File: config.mk
export PLATFORM = sky130hd
export DESIGN_NAME = snake_datapath
export DESIGN_NICKNAME = d
export VERILOG_FILES = /design/src/rtl/snake_datapath.sv
export SDC_FILE = /design/constraint.sdc
export NUM_CORES = 1
export LEC_CHECK = 0
export ABC_AREA = 1
export CAP_MARGIN = 25
export CORE_ASPECT_RATIO = 1.1
export CORE_UTILIZATION = 69
export CTS_CLUSTER_SIZE = 10
export DETAILED_ROUTE_END_ITERATION = 8
export DONT_BUFFER_PORTS = 1
export MAX_ROUTING_LAYER = met4
export PLACE_DENSITY = 0.92
export SYNTH_ARGS = -nofsm -noshare
export SYNTH_HDL_FRONTEND = slang
export SYNTH_SLANG_ARGS = --single-unit
File: constraint.sdc
create_clock -name clk -period 3.77 [get_ports clk]
set_input_delay 0 -clock clk [delete_from_list [all_inputs] [get_ports clk]]
set_output_delay 0 -clock clk [all_outputs]
set_load 0.01 [all_outputs]
File: src/rtl/snake_datapath.sv
// Snake game datapath: head position/direction, 2x2 head-block plot sequencer
// and the frame-rate tick divider that raises go for the control FSM.
module snake_datapath #(
  parameter int         TICK_CYCLES = 833333,
  parameter int         START_X     = 80,
  parameter int         START_Y     = 60,
  parameter logic [2:0] COLOUR      = 3'b010
) (
  input  logic       clk,
  input  logic       rst,
  input  logic       ld,
  input  logic       update,
  input  logic       plot,
  input  logic [1:0] dir_in,
  output logic [7:0] x_out,
  output logic [6:0] y_out,
  output logic [2:0] colour,
  output logic       go
);

  // Control strobes are single-cycle qualifiers with priority ld > update > plot;
  // go is a level request that holds until an update cycle consumes it.

  localparam int TW = (TICK_CYCLES > 1) ? $clog2(TICK_CYCLES) : 1;
  localparam logic [TW-1:0] TICK_LAST = TW'(TICK_CYCLES - 1);
  localparam logic [TW-1:0] TICK_ONE  = TW'(1);

  localparam logic [7:0] X_START = 8'(START_X);
  localparam logic [6:0] Y_START = 7'(START_Y);
  localparam logic [7:0] X_LAST  = 8'd158;
  localparam logic [6:0] Y_LAST  = 7'd118;

  localparam logic [1:0] DIR_RIGHT = 2'b00;
  localparam logic [1:0] DIR_LEFT  = 2'b01;
  localparam logic [1:0] DIR_UP    = 2'b10;
  localparam logic [1:0] DIR_DOWN  = 2'b11;

  logic [7:0]    head_x;
  logic [6:0]    head_y;
  logic [1:0]    dir;
  logic [1:0]    pix_cnt;
  logic [TW-1:0] tick_cnt;

  logic          reverse;
  logic [1:0]    dir_nxt;
  logic [7:0]    x_nxt;
  logic [6:0]    y_nxt;
  logic          tick_done;

  // A reversal stays on the same axis (bit 1) but flips the sense (bit 0).
  assign reverse   = (dir_in[1] == dir[1]) && (dir_in[0] != dir[0]);
  assign dir_nxt   = reverse ? dir : dir_in;
  assign tick_done = (tick_cnt == TICK_LAST);

  always_comb begin
    x_nxt = head_x;
    y_nxt = head_y;
    case (dir_nxt)
      DIR_RIGHT: x_nxt = (head_x == X_LAST) ? 8'd0 : head_x + 8'd2;
      DIR_LEFT:  x_nxt = (head_x == 8'd0) ? X_LAST : head_x - 8'd2;
      DIR_UP:    y_nxt = (head_y == 7'd0) ? Y_LAST : head_y - 7'd2;
      DIR_DOWN:  y_nxt = (head_y == Y_LAST) ? 7'd0 : head_y + 7'd2;
      default: ;
    endcase
  end

  always_ff @(posedge clk or posedge rst) begin
    if (rst) begin
      head_x   <= X_START;
      head_y   <= Y_START;
      dir      <= DIR_RIGHT;
      pix_cnt  <= 2'd0;
      tick_cnt <= '0;
      go       <= 1'b0;
    end else if (ld) begin
      head_x   <= X_START;
      head_y   <= Y_START;
      dir      <= DIR_RIGHT;
      pix_cnt  <= 2'd0;
      tick_cnt <= '0;
      go       <= 1'b0;
    end else begin
      if (update) begin
        head_x <= x_nxt;
        head_y <= y_nxt;
        dir    <= dir_nxt;
      end else if (plot) begin
        pix_cnt <= pix_cnt + 2'd1;
      end
      tick_cnt <= tick_done ? '0 : tick_cnt + TICK_ONE;
      // A fresh tick outranks the update that would otherwise consume go.
      if (tick_done)
        go <= 1'b1;
      else if (update)
        go <= 1'b0;
    end
  end

  assign x_out  = head_x + {7'd0, pix_cnt[0]};
  assign y_out  = head_y + {6'd0, pix_cnt[1]};
  assign colour = COLOUR;

endmodule
==> results.toml <==
[global_routing]
antenna_found_initial = 0
grt_pass1_wl_um = 10100
grt_max_degree = 39
overflow = 0
grt_use_total_pct = 30.0
use_met3_pct = 6.58
use_met2_pct = 48.6
busiest_layer = "met2"
grtUsageMet1_pct = 36.9
grt_pass1_vias = 2393

[final_layout]
drive_gt1_share_pct = 10.4
synthToLayoutAreaGrowth_pct = 5.59
finalInstanceArea_sq_um = 3000
n_antenna_cell = 0
multiInputGateArea_sq_um = 1610
nets = 436
num-fill-cells = 337
regArea_sq_um = 958

[routing]
totalWireLength_um = 5740
ant_nets = 0
drtIter0Drc = 239
firstDrtPassIters = 5
wl_per_cell_um = 12.1
viasPerCell = 5.38
drc_errors = 0
num_vias = 2550

[logic_synthesis]
synth-simple-area-share_pct = 41.9
ys_top_cells_by_count = "nand2_1, nor2_1, inv_1"
synth-seq-cells = 38
synth_mux_area_share_pct = 0
synth_top_family_by_area = "simple AND/OR/NAND/NOR gates"
synth.top_cell.area_share_pct = 28.2
synth_area_leaders = "dfrtp_1, nand2_1, nor2_1, nand3_1, inv_1"
yosysWarningCount = 0
synth_flop_cell = "dfrtp_1"
yosys.area_share.adder_pct = 3.52
yosysTopAreaCell = "dfrtp_1"
synth_cells = 419
yosysMostFrequentCell = "nand2_1"
syn_avg_cell_area_sq_um = 6.78
synth_edf_count = 0
synth_compound_area_share_pct = 4.80
syn-cell-area_sq_um = 2840
synth_xor_area_share_pct = 5.86
synth-async-reset-ratio_pct = 100
ys_types = 33
ys_seq_area_share_pct = 33.7

[timing]
final-setup-viol-count = 0
post-route-min-period_ns = 1.68
rsz0062_at_grt = "false"
clock_skew_ns = 0.0112
timing.setup.tns_ns = 0
finalMaxSlewViolations = 0
tightestPinTransition_ns = 0.747
hold_viol_final = 0
max_freq_ghz = 0.595
slew_headroom_pct = 50.0
period_share_pct = 44.6

[worst_setup_path]
rr_endpoint = "tick_cnt[12]$_DFF_PP0_"
slowest_stage = "dlygate4sd3_1"
path_cells = "dlygate4sd3_1, a21oi_2, nor2_1, nand2_1, nor2_1, nor2_1"
worst-setup-path-type = "in2reg"
crit_buf_inv = 1
end_kind = "register"
cp.arrival_ns = 1.92
crit_top_cell = "nor2_1"
rrSetupSlack_ns = 2.18
reg2reg_from = "tick_cnt[1]$_DFF_PP0_"
r2r_cells = 8
path_delay_family = "buffers and inverters"
startpoint_type = "input port"
slowest_delay_ns = 1.02
critical_path.max_fanout = 17
required_ns = 4.01

[min_path]
whs_path_depth = 5
whs_endpoint = "head_x[4]$_DFFE_PP1P_"
hp-class = "in2reg"
hold_start = "dir_in[1]"

[flow_run]
maxCapViolCount = 0

[pwr]
p_seq_share_pct = 49.2
p_total_mw = 0.957
powerDensity_nw_per_um2 = 319
combPwrFrac_pct = 20.7
power_frac_clock_pct = 30.0
total_leakage_power_nw = 1.46
power.switching_mw = 0.308
swShare_pct = 32.2
ir_drop_uv = 296
internal_power_mw = 0.649

[clock_tree]
cts_inserted_buffers = 5
cts_tree = "built"
root_buffer = "clkbuf_8"
cts_max_level = 2
cts_hold_buf = 6
clk_latency_ns = 0.30
cts-resized-gates = 0
clock-sinks = 38
cts_buffer_depth = 2
post_cts_buffers = 0
clk_pin_slew_ns = 0.08

[floorplan]
row_count = 24
die_h_um = 69.3
start_util_pct = 71.7
fp.dieW_um = 63.2
core_area_sq_um = 3960
num_io_pins = 26
dieArea_sq_um = 4380

[place]
placed_cell_area_sq_um = 2850
gp_congestion = 0.963
numPortBuffers = 0
dp.final_hpwl_um = 4270

[status]
status = "finished, final reports clean"
==> registers in the layout (all words and copies together) (netlist names) <==
signal	flops
pix_cnt	2
dir	2
head_x	7
head_y	6
tick_cnt	20
go	1
==> placed cells by master (no fill, tap or decap), types with 2 or more instances in the layout <==
master / Yosys / routed
nand4_1: 6 / 6
o21ai_0: 8 / 8
nor2_1: 62 / 62
nor3_2: 2 / 2
nor2_2: 6 / 6
dfstp_2: 6 / 6
inv_2: 2 / 2
xor2_1: 16 / 16
nand3_2: 3 / 3
inv_1: 53 / 53
ha_1: 8 / 8
nand2_1: 116 / 116
dlygate4sd3_1: 0 / 6
clkbuf_8: 0 / 6
dfrtp_1: 32 / 32
nor2_4: 6 / 6
nand3_4: 2 / 2
nand3_1: 42 / 42
xnor2_1: 3 / 3
conb_1: 2 / 5
nand2_2: 5 / 5
nor3_1: 5 / 5
a21oi_1: 10 / 10
==> through the flow <==
step | utilization, % | instances | setup slack [ns] | hold slack, ns
final | 75.7 | 474 | 2.09 | 0.0303
after global routing | 75.7 | 474 | 1.98 | 0.0570
after CTS | 75.7 | 474 | 2.11 | 0.0175
after detailed placement | 71.9 | 460 | 2.20 | 0.0294
after global placement | 71.9 | 460 | 2.25 | 0.0292
after floorplan | - | 422 | 2.36 | 0.169
==> power groups by stage <==
stage          sequential (mW)  clock (mW)  combinational, mW
5_1_grt                  0.475       0.308              0.225
3_3_place_gp             0.477           0              0.182
3_5_place_dp             0.477           0              0.185
2_1_floorplan            0.455           0              0.182
4_1_cts                  0.470       0.297              0.196
6_report                 0.471       0.287              0.199
==> final cells by class <==
class | count | share of cell area, %
repair buffers | 7 | 2.25
clock inverters | 1 | 0.167
well taps | 52 | 2.17
inverters | 55 | 6.88
clock buffers | 7 | 2.88
multi-input cells | 314 | 53.7
flip-flops and latches | 38 | 31.9
==> routing by layer <==
layer	up-vias	share of wire [%]
li1	1294	-
met2	78	50
met1	1171	44
met4	0	1.3
met5	-	0
met3	7	5.2
==> logic make-up (layout without fill, tap and decap cells) <==
family | Yosys count | after routing
flip-flops | 38 | 38
buffers and inverters | 70 | 70
AO/OA/AOI/OAI | 23 | 23
adder cells (fa/ha/maj) | 8 | 8
AND/OR/NAND/NOR | 259 | 259
other | 2 | 5
XOR/XNOR | 19 | 19
==> tightest hold or removal path: stages <==
cell	delay [ns]
inv_2	0.05
nand3_1	0.10
nand3_1	0.09
nand2_1	0.06
inv_1	0.03
==> worst max-delay path by stage <==
stage,from,to,slack (ns),depth (start not counted)
6_report,ld,head_x[6]$_DFFE_PP1P_,2.09,6
5_1_grt,ld,head_x[6]$_DFFE_PP1P_,1.98,6
4_1_cts,ld,head_x[6]$_DFFE_PP1P_,2.11,6
3_5_place_dp,tick_cnt[1]$_DFF_PP0_,tick_cnt[12]$_DFF_PP0_,2.20,8
3_3_place_gp,tick_cnt[1]$_DFF_PP0_,tick_cnt[10]$_DFF_PP0_,2.25,7
2_1_floorplan,head_y[2]$_DFFE_PP1P_,head_y[5]$_DFFE_PP1P_,2.36,11
Note: power is estimated with default switching activity, not from simulation.
